File: src/rtl/piso_frame_serializer.sv
// Parallel-in/serial-out frame serializer with first/last markers and gapless back-to-back frames.
// Optional trailing even-parity symbol when the macro PISO_PARITY_EN is defined.
module piso_frame_serializer #(
   parameter int WIDTH     = 4,
   parameter bit MSB_FIRST = 1'b1
) (
   input  logic             clk,
   input  logic             clear,
   input  logic             load_valid,
   output logic             load_ready,
   input  logic [WIDTH-1:0] load_data,
   output logic             s_out,
   output logic             s_valid,
   output logic             s_first,
   output logic             s_last
);

   localparam int CW = $clog2(WIDTH + 1);
   localparam logic [CW-1:0] LAST_CNT = CW'(WIDTH - 1);

`ifdef PISO_PARITY_EN
   typedef enum logic [1:0] {IDLE, SHIFT, PARITY} state_e;
`else
   typedef enum logic {IDLE, SHIFT} state_e;
`endif

   state_e            state_q, state_d;
   logic [WIDTH-1:0]  shreg_q, shreg_d;
   logic [CW-1:0]     cnt_q, cnt_d;
   logic              s_out_q, s_out_d;
   logic              s_valid_q, s_valid_d;
   logic              s_first_q, s_first_d;
   logic              s_last_q, s_last_d;
   logic              accept;
   logic              frame_done;
`ifdef PISO_PARITY_EN
   logic              parity_q, parity_d;
`endif

   // Ready while idle, or while the final symbol of the current frame is on the wire.
   assign load_ready = (state_q == IDLE) | s_last_q;
   assign accept     = load_valid & load_ready;

   always_comb begin
      state_d    = state_q;
      shreg_d    = shreg_q;
      cnt_d      = cnt_q;
      s_out_d    = s_out_q;
      s_valid_d  = s_valid_q;
      s_first_d  = s_first_q;
      s_last_d   = s_last_q;
      frame_done = 1'b0;
`ifdef PISO_PARITY_EN
      parity_d   = parity_q;
`endif
      case (state_q)
         SHIFT: begin
            if (cnt_q == LAST_CNT) begin
`ifdef PISO_PARITY_EN
               state_d   = PARITY;
               s_out_d   = parity_q;
               s_first_d = 1'b0;
               s_last_d  = 1'b1;
               cnt_d     = cnt_q + CW'(1);
`else
               frame_done = 1'b1;
`endif
            end else begin
               if (MSB_FIRST) begin
                  s_out_d = shreg_q[WIDTH-1];
                  shreg_d = shreg_q << 1;
               end else begin
                  s_out_d = shreg_q[0];
                  shreg_d = shreg_q >> 1;
               end
               cnt_d     = cnt_q + CW'(1);
               s_first_d = 1'b0;
`ifdef PISO_PARITY_EN
               s_last_d  = 1'b0;
`else
               s_last_d  = ((cnt_q + CW'(1)) == LAST_CNT);
`endif
            end
         end
         default: frame_done = 1'b1;
      endcase

      // Idle and the end of a frame share one decision: start a new frame or go quiet.
      if (frame_done) begin
         if (accept) begin
            state_d   = SHIFT;
            shreg_d   = MSB_FIRST ? (load_data << 1) : (load_data >> 1);
            s_out_d   = MSB_FIRST ? load_data[WIDTH-1] : load_data[0];
            s_valid_d = 1'b1;
            s_first_d = 1'b1;
            s_last_d  = 1'b0;
            cnt_d     = '0;
`ifdef PISO_PARITY_EN
            parity_d  = ^load_data;
`endif
         end else begin
            state_d   = IDLE;
            shreg_d   = '0;
            s_out_d   = 1'b0;
            s_valid_d = 1'b0;
            s_first_d = 1'b0;
            s_last_d  = 1'b0;
            cnt_d     = '0;
         end
      end
   end

   always_ff @(posedge clk) begin
      if (clear) begin
         state_q   <= IDLE;
         shreg_q   <= '0;
         cnt_q     <= '0;
         s_out_q   <= 1'b0;
         s_valid_q <= 1'b0;
         s_first_q <= 1'b0;
         s_last_q  <= 1'b0;
`ifdef PISO_PARITY_EN
         parity_q  <= 1'b0;
`endif
      end else begin
         state_q   <= state_d;
         shreg_q   <= shreg_d;
         cnt_q     <= cnt_d;
         s_out_q   <= s_out_d;
         s_valid_q <= s_valid_d;
         s_first_q <= s_first_d;
         s_last_q  <= s_last_d;
`ifdef PISO_PARITY_EN
         parity_q  <= parity_d;
`endif
      end
   end

   assign s_out   = s_out_q;
   assign s_valid = s_valid_q;
   assign s_first = s_first_q;
   assign s_last  = s_last_q;

endmodule

File: config.mk
export PLATFORM = sky130hd
export DESIGN_NAME = piso_frame_serializer
export DESIGN_NICKNAME = d
export VERILOG_FILES = /design/src/rtl/piso_frame_serializer.sv
export SDC_FILE = /design/constraint.sdc
export NUM_CORES = 1
export LEC_CHECK = 0
export CORE_MARGIN = 5
export CORE_UTILIZATION = 25
export DETAILED_ROUTE_END_ITERATION = 8
export SKIP_CTS_REPAIR_TIMING = 1
export SLEW_MARGIN = 30
export SYNTH_ARGS = -nofsm -noshare
export SYNTH_HDL_FRONTEND = slang
export SYNTH_SLANG_ARGS = --single-unit
File: constraint.sdc
create_clock -name clk -period 4.35 [get_ports clk]
set_clock_uncertainty 0.2 [all_clocks]
set_input_delay 0.435 -clock clk [delete_from_list [all_inputs] [get_ports clk]]
set_output_delay 0.435 -clock clk [all_outputs]
set_load 0.03 [all_outputs]
Word-level counts from Yosys, hierarchy flattened

Index checks and enable logic that the tools add are counted.

Latch bits: 0
ROM bits: 0
Logic and storage cells: 32
Output and inout port bits: 5
RAM bits: 0
Input port bits: 7
Bits in registers: 11
Memories: 0

Div/mod/pow operators: 0
Reductions and logical operators: 4
Bitwise gates (word level): 4
Equal/unequal tests: 3
Shifts and indexed selects: 0
$add $sub $neg: 1
Multiply operators: 0
$lt $le $gt $ge: 0
Mux-type cells: 14

Operators with widths:

| operator                                                              | count |
|---|---|
| 4-bit 2-to-1 mux                                                      | 4 |
| 1-bit 2-to-1 mux                                                      | 10 |
| 3-bit by 2-bit equality test with 1-bit output, second input constant | 2 |
| 2-bit AND reduction                                                   | 2 |
| 3-bit by 1-bit adder with 3-bit output, second input constant         | 1 |
| 2-bit inequality test, second input constant                          | 1 |
| 1-bit NOT                                                             | 2 |
| 2-bit nonzero test                                                    | 1 |
| 2-bit OR reduction                                                    | 1 |
| 1-bit bitwise AND                                                     | 1 |
| 1-bit OR                                                              | 1 |

Logic depth before layout (Yosys ltp)

Depth in word-level cells: 5
Depth in mapped cells: 4
Mapped depth without buffers: 4

Least setup slack after synthesis

No wires, ideal clock.

Kind: reg2reg
Start: register cnt_q[0]
End: register s_out_q (netlist: s_out)
Cell stages (with the launch flop): 5
Arrival time: 1.172 ns
Required time: 4.033 ns
Path buffers: 0
Setup slack: 2.861 ns
Clock period less this slack: 1.489 ns
Library setup time: 0.117 ns
Cell sequence: dfxtp_1 ha_1 ha_1 a21bo_2 a32o_1

Longest elaborated chain between the ends: 5
Elaborated cells between the ends (all ways): 7
Those cells by class: eq/ne (2); mux (3); reduce/logical (2)

RTL lines:

| item                                                                         | line | RTL |
|---|---|---|
| from (decl)                                                                  | 29   | `logic [CW-1:0] cnt_q, cnt_d;` |
| from (signal assigned)                                                       | 128  | `cnt_q <= cnt_d;` |
| 3-bit by 2-bit equality test with 1-bit output (*)                           | 58   | `if (cnt_q == LAST_CNT) begin` |
| 1-bit 2-to-1 mux                                                             | 58   |  |
| 1-bit 2-to-1 mux                                                             | 56   | `case (state_q)` |
| 2-bit inequality test (no source line) or 2-bit nonzero test (tied branches) | --   |  |
| 2-bit AND reduction (no source line)                                         | --   |  |
| to (signal assigned)                                                         | 129  | `s_out_q <= s_out_d;` |
| to (decl)                                                                    | 30   | `logic s_out_q, s_out_d;` |

Every way passes the cells marked *; elsewhere a longest branch is shown, timed or not.
A chain may end at the register's enable or synchronous reset.

Final worst setup path

Start: register s_last_q (netlist: s_last)
End: output port load_ready

Longest elaborated chain between the ends: 1

RTL lines:

| item                   | line | RTL |
|---|---|---|
| from (decl)            | 33   | `logic s_last_q, s_last_d;` |
| from (signal assigned) | 132  | `s_last_q <= s_last_d;` |
| 1-bit OR               | 41   | `assign load_ready = (state_q == IDLE) \| s_last_q;` |
| to (decl)              | 10   | `output logic load_ready,` |

Every way passes these cells.

==> results.tsv <==
metric	value	unit
Die Span Y	48.4	um
Hold Violations, Final	0	
Filler Cell Count	134	
Mapped Area	369	um^2
worst-margin pin slew	0.329	ns
Worst Hold Endpoint	s_out	
power per cell area	364	nW/um^2
worst hold path depth	1	
clock slew at reported path FFs	0.06	ns
sequential power share	0.521	
CTS root buf	clkbuf_4	
clock network latency to the later pin of the worst-skew pair	0.26	ns
Hold Slack	0.242	ns
CP Data Required Time	3.71	ns
Peak Freq	0.495	GHz
Global Route Usage Sum	0.0636	
combinational fraction of design power	0.169	
Syn Nets	40	
initial antenna violation count	0	
core footprint	1350	um^2
maximum vdd drop	0.151	mV
crit path cell chain	nand2b_1 > clkdlybuf4s50_1	
Util after Layout	0.386	
CTS buffer count	3	
register area	200	um^2
Placer Congestion	0.701	
Placed Cells incl. Taps	56	
post-synth top area share	0.542	
Lkg Pwr	0.215	nW
Initial Utilization	0.273	
status	finished clean	
Syn. warnings	0	
number of buffer and inverter stages on the critical path	1	
CTS max path bufs	2	
drt pass-1 iters	1	
largest net degree at the start of global routing	7	
Antenna Violating Nets Remaining	0	
met1 usage in global routing	0.0720	
Via density	4.34	
synth-to-layout area growth	41.0	%
min-delay src	shreg_q[3]	
Iter 0 DRT Violations	0	
worst stage delay on the critical path	0.67	ns
worst-path fanout max	3	
Seq cells post-synth	10	
Slew Viols, Final	0	
Nets	56	
flop2flop setup slack	2.78	ns
maxcap violations	0	
Crit Reg-Reg Endpoint	shreg_q[2]	
arrival time worst endpoint	1.38	ns
Setup violations, final	0	
Setup TNS	0	ns
proportion of layout cells with a drive suffix above 1	0.227	
Sw Share	0.235	
Critical Path Source Type	flip-flop	
met2 Resource Use GR	0.0848	
vias in the first global route	250	
number of remaining DRC errors	0	
fin crit share	0.464	
Cells after Synth	30	
Clock power frac	0.310	
Antenna diodes	0	
Yosys cell types	13	
RSZ-0062 raised after global routing	no	
DIE AREA	2340	um^2
syn avg cell area	12.3	um^2
top post-synthesis cells by area	dfxtp_1, ha_1, a32o_1, nor2_2, and3_1	
met3 Use GR	0.0520	
Yosys top cell by area	dfxtp_1	
Worst Setup End Kind	output pin	
CP top delay family	buffers and inverters	
CTS H-tree lvls	1	
num rows	13	
Total Wirelength	621	um
PnR worst setup slack	2.33	ns
CTS tree	yes	
Ports	12	
drt wl/cell	10.5	um
Reg-to-Reg Start	cnt_q[0]	
Setup CP Type	reg2out	
clock sinks	10	
slowest CP cell	clkdlybuf4s50_1	
HP Class	reg2reg	
busiest grt layer	met2	
Int Pwr	145	uW
vias	256	
FF-to-FF path depth	4	
footprint of the multi-input gates	161	um^2
origin of the worst setup path	s_last	
first-pass GRT wire length	1120	um
Slew headroom	0.780	
fin cells	59	
gr ovfl total	0	
Die W	48.4	um
P_sw	44.6	uW
Port Buffers	11	
min Tclk post-route	2.02	ns
Seq/Total Area, Yosys	0.542	
Place WS	2.61	ns
-- power by group through the flow --
| stage | combinational [mW] | sequential [mW] | clock (mW) |
|---|---|---|---|
| 2_1_floorplan | 0.0135 | 0.105 | 0 |
| 3_5_place_dp | 0.0322 | 0.101 | 0 |
| 6_report | 0.0321 | 0.0988 | 0.0587 |
| 3_3_place_gp | 0.0326 | 0.101 | 0 |
| 4_1_cts | 0.0324 | 0.0990 | 0.0610 |
| 5_1_grt | 0.0346 | 0.0994 | 0.0666 |
-- layer usage --
layer / vias to the layer above / routed length, um
met3: 0 / 81
met5: - / 0
li1: 136 / -
met4: 0 / 0
met1: 109 / 270
met2: 11 / 270
-- state kept, by name, summed over array words and instances, names as in the netlist --
| name | flops |
|---|---|
| cnt_q | 3 |
| s_first | 1 |
| s_last | 1 |
| s_out | 1 |
| s_valid | 1 |
| shreg_q | 3 |
-- worst max path at each step --
stage | cells past startpoint | slack, ns | endpoint
2_1_floorplan | 4 | 2.86 | s_out
3_3_place_gp | 2 | 2.62 | load_ready
3_5_place_dp | 2 | 2.61 | load_ready
4_1_cts | 2 | 2.32 | load_ready
5_1_grt | 2 | 2.28 | load_ready
6_report | 2 | 2.33 | load_ready
-- cell usage after synthesis (all sizes together) --
library cell and count:
a21bo 1, a21o 1, a32o 3, and2 1, and3 2, dfxtp 10
ha 3, inv 2, nand2b 1, nor2 3, nor2b 1, nor3b 1
or3b 1
-- layout make-up --
type / count / share of cell area
Sequential cell: 10 / 0.385
Multi-Input combinational cell: 18 / 0.310
Timing Repair Buffer: 11 / 0.212
Clock buffer: 3 / 0.0433
Tap cell: 15 / 0.0361
Inverter: 2 / 0.0144
-- cells by family (layout without fill, tap and decap cells) --
| family | after synthesis | count (layout) | share of synthesized area |
|---|---|---|---|
| buffers and inverters | 2 | 16 | 0.0203 |
| AND/OR/NAND/NOR | 10 | 10 | 0.207 |
| AO/OA/AOI/OAI | 5 | 5 | 0.129 |
| flip-flops | 10 | 10 | 0.542 |
| adder cells (fa/ha/maj) | 3 | 3 | 0.102 |
-- placed cells by master, fill, tap and decap left out, types with 2 or more instances in the layout --
cell,count
clkbuf_4,3
inv_1,2
nor2_2,3
clkdlybuf4s50_1,11
ha_1,3
a32o_1,3
and3_1,2
dfxtp_1,10
-- through the flow --
step	total power [mW]	instance area [um^2]
6_report	0.190	520
5_1_grt	0.201	520
4_1_cts	0.192	520
3_5_place_dp	0.133	498
3_3_place_gp	0.133	498
2_1_floorplan	0.119	369
Power figures use the tool's default switching activity.
==> RTL change 1 (config.mk and constraints unchanged) <==
The option `PISO_PARITY_EN` is turned on by a define.
--- a/src/rtl/piso_frame_serializer.sv
+++ b/src/rtl/piso_frame_serializer.sv
@@ -1,4 +1,6 @@
 // Parallel-in/serial-out frame serializer with first/last markers and gapless back-to-back frames.
 // Optional trailing even-parity symbol when the macro PISO_PARITY_EN is defined.
+`define PISO_PARITY_EN
+
 module piso_frame_serializer #(
    parameter int WIDTH     = 4,
Check against the original RTL: not equivalent (Yosys sat finds a counterexample within 10 cycles, from zero or initial values).
==> RTL change 1 against the original RTL <==
Cell count is 54% higher; power is 26% higher; sequential cell count is 3 higher; synthesized area is 38% higher; routed wire length is 42% higher; combinational power is 24% higher; largest cell class unchanged; setup slack worse by 190 ps; largest power group unchanged; final area is 30% higher.
==> RTL change 1: results (changes against the original RTL) <==
synth warn=0 (unchanged); largest net degree at the start of global routing=8 (+1); worst hold path depth=1 (unchanged); r2r setup slk=2940 ps (+160 ps); clock-pin slew on the worst setup and hold paths=70 ps; DP HPWL=between 700 and 800 um; Min Hold Slack=221 ps (-21.2 ps); Largest regs=cnt_q x3, shreg_q x3, state_q x2; dpl ws=2430 ps (-178 ps); initial antenna violation count=0 (unchanged); reg2reg end=shreg_q[1]$_SDFFE_PP0P_; Worst Setup SP=state_q[1]$_SDFFE_PP0P_; H-tree levels=1 (unchanged); Placed Cells=87 (+55%); gpl congestion=0.731 (+4.4%); outcome=finished, final reports clean; final period utilization=0.508 (+0.0438); HP Class=flop to flop; Syn Nets=58 (+45%); most frequent cells after synthesis=13 x dfxtp_1, 6 x nor2_1, 3 x a211oi_1, 3 x nand2_1, 3 x xnor2_1; initial DRC count=3 (+3); sequential element share of the synthesized area=0.512 (-0.0301); Total GRT Usage=0.0735 (+0.00994); clock power share=0.297 (-0.013); min-delay src=cnt_q[0]$_SDFF_PP0_; nets@finish=74 (+32%); maximum vdd drop=0.117 mV (-22%); Worst Tran Pin Value=337 ps (+8.15 ps); final std cells w/o fill=91 (+54%); fraction of layout cells with a size suffix above 1=0.156 (-0.0710); Skew-Pair Late Insertion Delay=270 ps; clock buffer count from CTS=3 (unchanged); FF-to-FF Start=cnt_q[0]$_SDFF_PP0_; dpl cell area=652 sq um (+31%); first-pass GRT wire length=1.46 mm (+29%); top post-synthesis cells by area=dfxtp_1 51%, xnor2_1 5.2%, ha_1 4.9%; sequential share of power=0.537 (+0.016); Net Sw Frac=0.240 (+0.00519); root buf cell=clkbuf_4; Worst Hold End=cnt_q[0]$_SDFF_PP0_; Avg Cell Area, Syn=10.4 sq um (-16%); Pre-Repair DR Iteration Count=4 (+3); Post-synth ARST share=0 (unchanged); leakage=0.000260 uW (+21%); Worst Path Arrival=1580 ps (+200 ps); Reg2Reg Depth=4 (unchanged); WL per Instance=9.66 um (-8.2%); number of diodes=0 (unchanged); vias post-DR=378 (+48%); Longest Clk Path Bufs=2 (unchanged); CP Capture Point=load_ready; Pwr Total=238 uW (+26%); number of global-route vias before repair=341 (+36%); Netlist cell types=22 (+9)
## RTL change 1: per-layer routing
layer / wire length [um] / global-route usage
met2: 396 / 0.0965
met5: 0 / 0
met3: 34 / 0.0322
met4: 27 / 0.0729
met1: 421 / 0.0856
## RTL change 1: cell families after synthesis
| kind of cell | count (synthesis) | synth area share |
|---|---|---|
| flops | 13 | 0.512 |
| compound gates | 11 | 0.153 |
| xor+xnor | 3 | 0.0517 |
| simple gates | 18 | 0.207 |
| mux | 1 | 0.0197 |
| fa+ha+maj | 2 | 0.0493 |
| buf+inv | 1 | 0.00738 |
## RTL change 1: layout make-up
class / instances / area, sq um
fill: 219 / 1260
clock buffer: 4 / 26.3
inverter: 1 / 3.75
timing repair buffer: 11 / 110
tap: 27 / 33.8
multi-input combinational: 35 / 244
sequential: 13 / 260
## RTL change 1: critical path, stage by stage, from the launching register on
cell             delay, ps
dfxtp_1                370
nor2_1                  80
or2_2                  260
clkdlybuf4s50_1        590
==> RTL change 2 (same flow settings) <==
Made on the original files. `WIDTH`: 4 -> 8.
--- a/src/rtl/piso_frame_serializer.sv
+++ b/src/rtl/piso_frame_serializer.sv
@@ -2,5 +2,5 @@
 // Optional trailing even-parity symbol when the macro PISO_PARITY_EN is defined.
 module piso_frame_serializer #(
-   parameter int WIDTH     = 4,
+   parameter int WIDTH     = 8,
    parameter bit MSB_FIRST = 1'b1
 ) (
Ports: changed (resized load_data); port bits go from 12 to 16. The function was not compared with the original's and may differ.
==> RTL change 2 against the original RTL <==
Sequential power rose by 50%; cell count rose by 76%; critical path depth did not move; sequential cell count rose by 5; routed wire length rose by 86%; power rose by 45%; setup slack got worse by 320 ps; register-to-register slack improved by 60 ps; final area rose by 55%; synthesized area rose by 67%; combinational power rose by 51%; largest power group unchanged.
==> RTL change 2: results (changes against the original RTL) <==
Total GRT Usage=0.0742 (+0.0106); initial DRC count=3 (+3); nets@finish=88 (+57%); DR WL met3=57 um (-30%); Top Layer Used=met4; clock buffer count from CTS=3 (unchanged); DRT Wirelength=1.15 mm (+86%); dpl cell area=781 sq um (+57%); IO Port Bufs=15 (+4); Skew-Pair Late Insertion Delay=280 ps (+20 ps); Longest Clk Path Bufs=2 (unchanged); sequential element share of the synthesized area=0.486 (-0.0565); outcome=finished, final reports clean; met1 WL=547 um (+100%); Syn Nets=72 (+80%); Worst Path Arrival=1710 ps (+330 ps); CP max stage delay=750 ps (+80 ps); H-tree levels=1 (unchanged); Pre-Repair DR Iteration Count=3 (+2); top post-synthesis cells by area=dfxtp_1 49%, mux2i_1 13%, nand2b_1 8.1%; Netlist cell types=21 (+8); HP Class=flop to flop; Max Fanout on Critical Path=10 (+7); maximum vdd drop=0.128 mV (-15%); number of global-route vias before repair=460 (+84%); Largest regs=shreg_q x7, cnt_q x4; Post-synth ARST share=0 (unchanged); clock-pin slew on the worst setup and hold paths=90 ps (+30 ps); number of diodes=0 (unchanged); gpl congestion=0.696 (-0.69%); DP HPWL=840 um; met2 WL=536 um (+99%); initial antenna violation count=0 (unchanged); root buf cell=clkbuf_4; synth warn=0 (unchanged); CP top delay family=buffers and inverters; first-pass GRT wire length=1.95 mm (+74%); crit path max-delay cell type=clkdlybuf4s50_1; largest net degree at the start of global routing=14 (+7); fraction of layout cells with a size suffix above 1=0.0811 (-0.146); most frequent cells after synthesis=15 x dfxtp_1, 8 x mux2i_1, 8 x nand2b_1, 8 x nand3_1; leakage=0.000320 uW (+48%); Worst Tran Pin Value=581 ps (+252 ps); vias per inst=4.44 (+2.4%)
-- RTL change 2: changes by cell type after synthesis, sizes merged, moves of 2 or more --
| cell | change |
|---|---|
| mux2i | +8 |
| nand3 | +8 |
| nand2b | +7 |
| dfxtp | +5 |
| a32o | -3 |
| buf | +3 |
| nor2 | -3 |
| nor3 | +3 |
| nand2 | +2 |
-- RTL change 2: power by group --
part           switching [uW]  internal [uW]  total (uW)  leakage [uW]
logic                    24.9           23.5        48.4      0.000182
clock network            43.9           35.6        79.5     0.0000150
registers                3.60            144         148      0.000122
total                    72.4            203         276      0.000320
-- RTL change 2: worst paths after layout --
path / from / to / slack [ps] / depth (start not counted)
max: s_last$_SDFFE_PP0P_ / load_ready / 2010 / 2
min: shreg_q[4]$_SDFFE_PP0P_ / shreg_q[5]$_SDFFE_PP0P_ / 250 / 2
max reg2reg: cnt_q[0]$_SDFFE_PP0P_ / shreg_q[1]$_SDFFE_PP0P_ / 2840 / 4
min reg2reg: shreg_q[4]$_SDFFE_PP0P_ / shreg_q[5]$_SDFFE_PP0P_ / 250 / 2
-- RTL change 2: cell families (layout without fill, tap and decap cells) --
kind of cell,after synthesis,in the layout,share of synthesized area
AOI/OAI and AO/OA,1,1,0.00809
adders and majority gates,2,2,0.0405
xor gates and xnor gates,2,2,0.0283
muxes,8,8,0.130
buffers and inverters,5,20,0.0465
DFF,15,15,0.486
and+or+nand+nor,26,26,0.261
-- RTL change 2: layout make-up --
| cell class | count | area [sq um] |
|---|---|---|
| clock buffers | 4 | 26.3 |
| fillers | 260 | 1600 |
| multi-input cells | 39 | 289 |
| well taps | 30 | 37.5 |
| repair buffers | 15 | 150 |
| flip-flops and latches | 15 | 300 |
| inverters | 1 | 3.75 |
-- RTL change 2: metal layers --
layer | vias up | global-route usage
met3 | 2 | 0.0194
met5 | - | 0
met4 | 0 | 0.0570
met1 | 218 | 0.0867
met2 | 12 | 0.114
li1 | 230 | -
-- RTL change 2: worst min-delay path: cells and delay by family (launching register included) --
kind | cells | cell delay [ps]
flops | 1 | 300
mux | 1 | 50
simple gates | 1 | 50
-- RTL change 2: metrics by stage --
step | worst slack (ps) | cells | total power [uW]
after detailed placement | 2120 | 100 | 200
final | 2010 | 104 | 276
after global routing | 1930 | 104 | 289
after global placement | 2200 | 100 | 199
after CTS | 1980 | 104 | 280
after floorplan | 2840 | 59 | 183
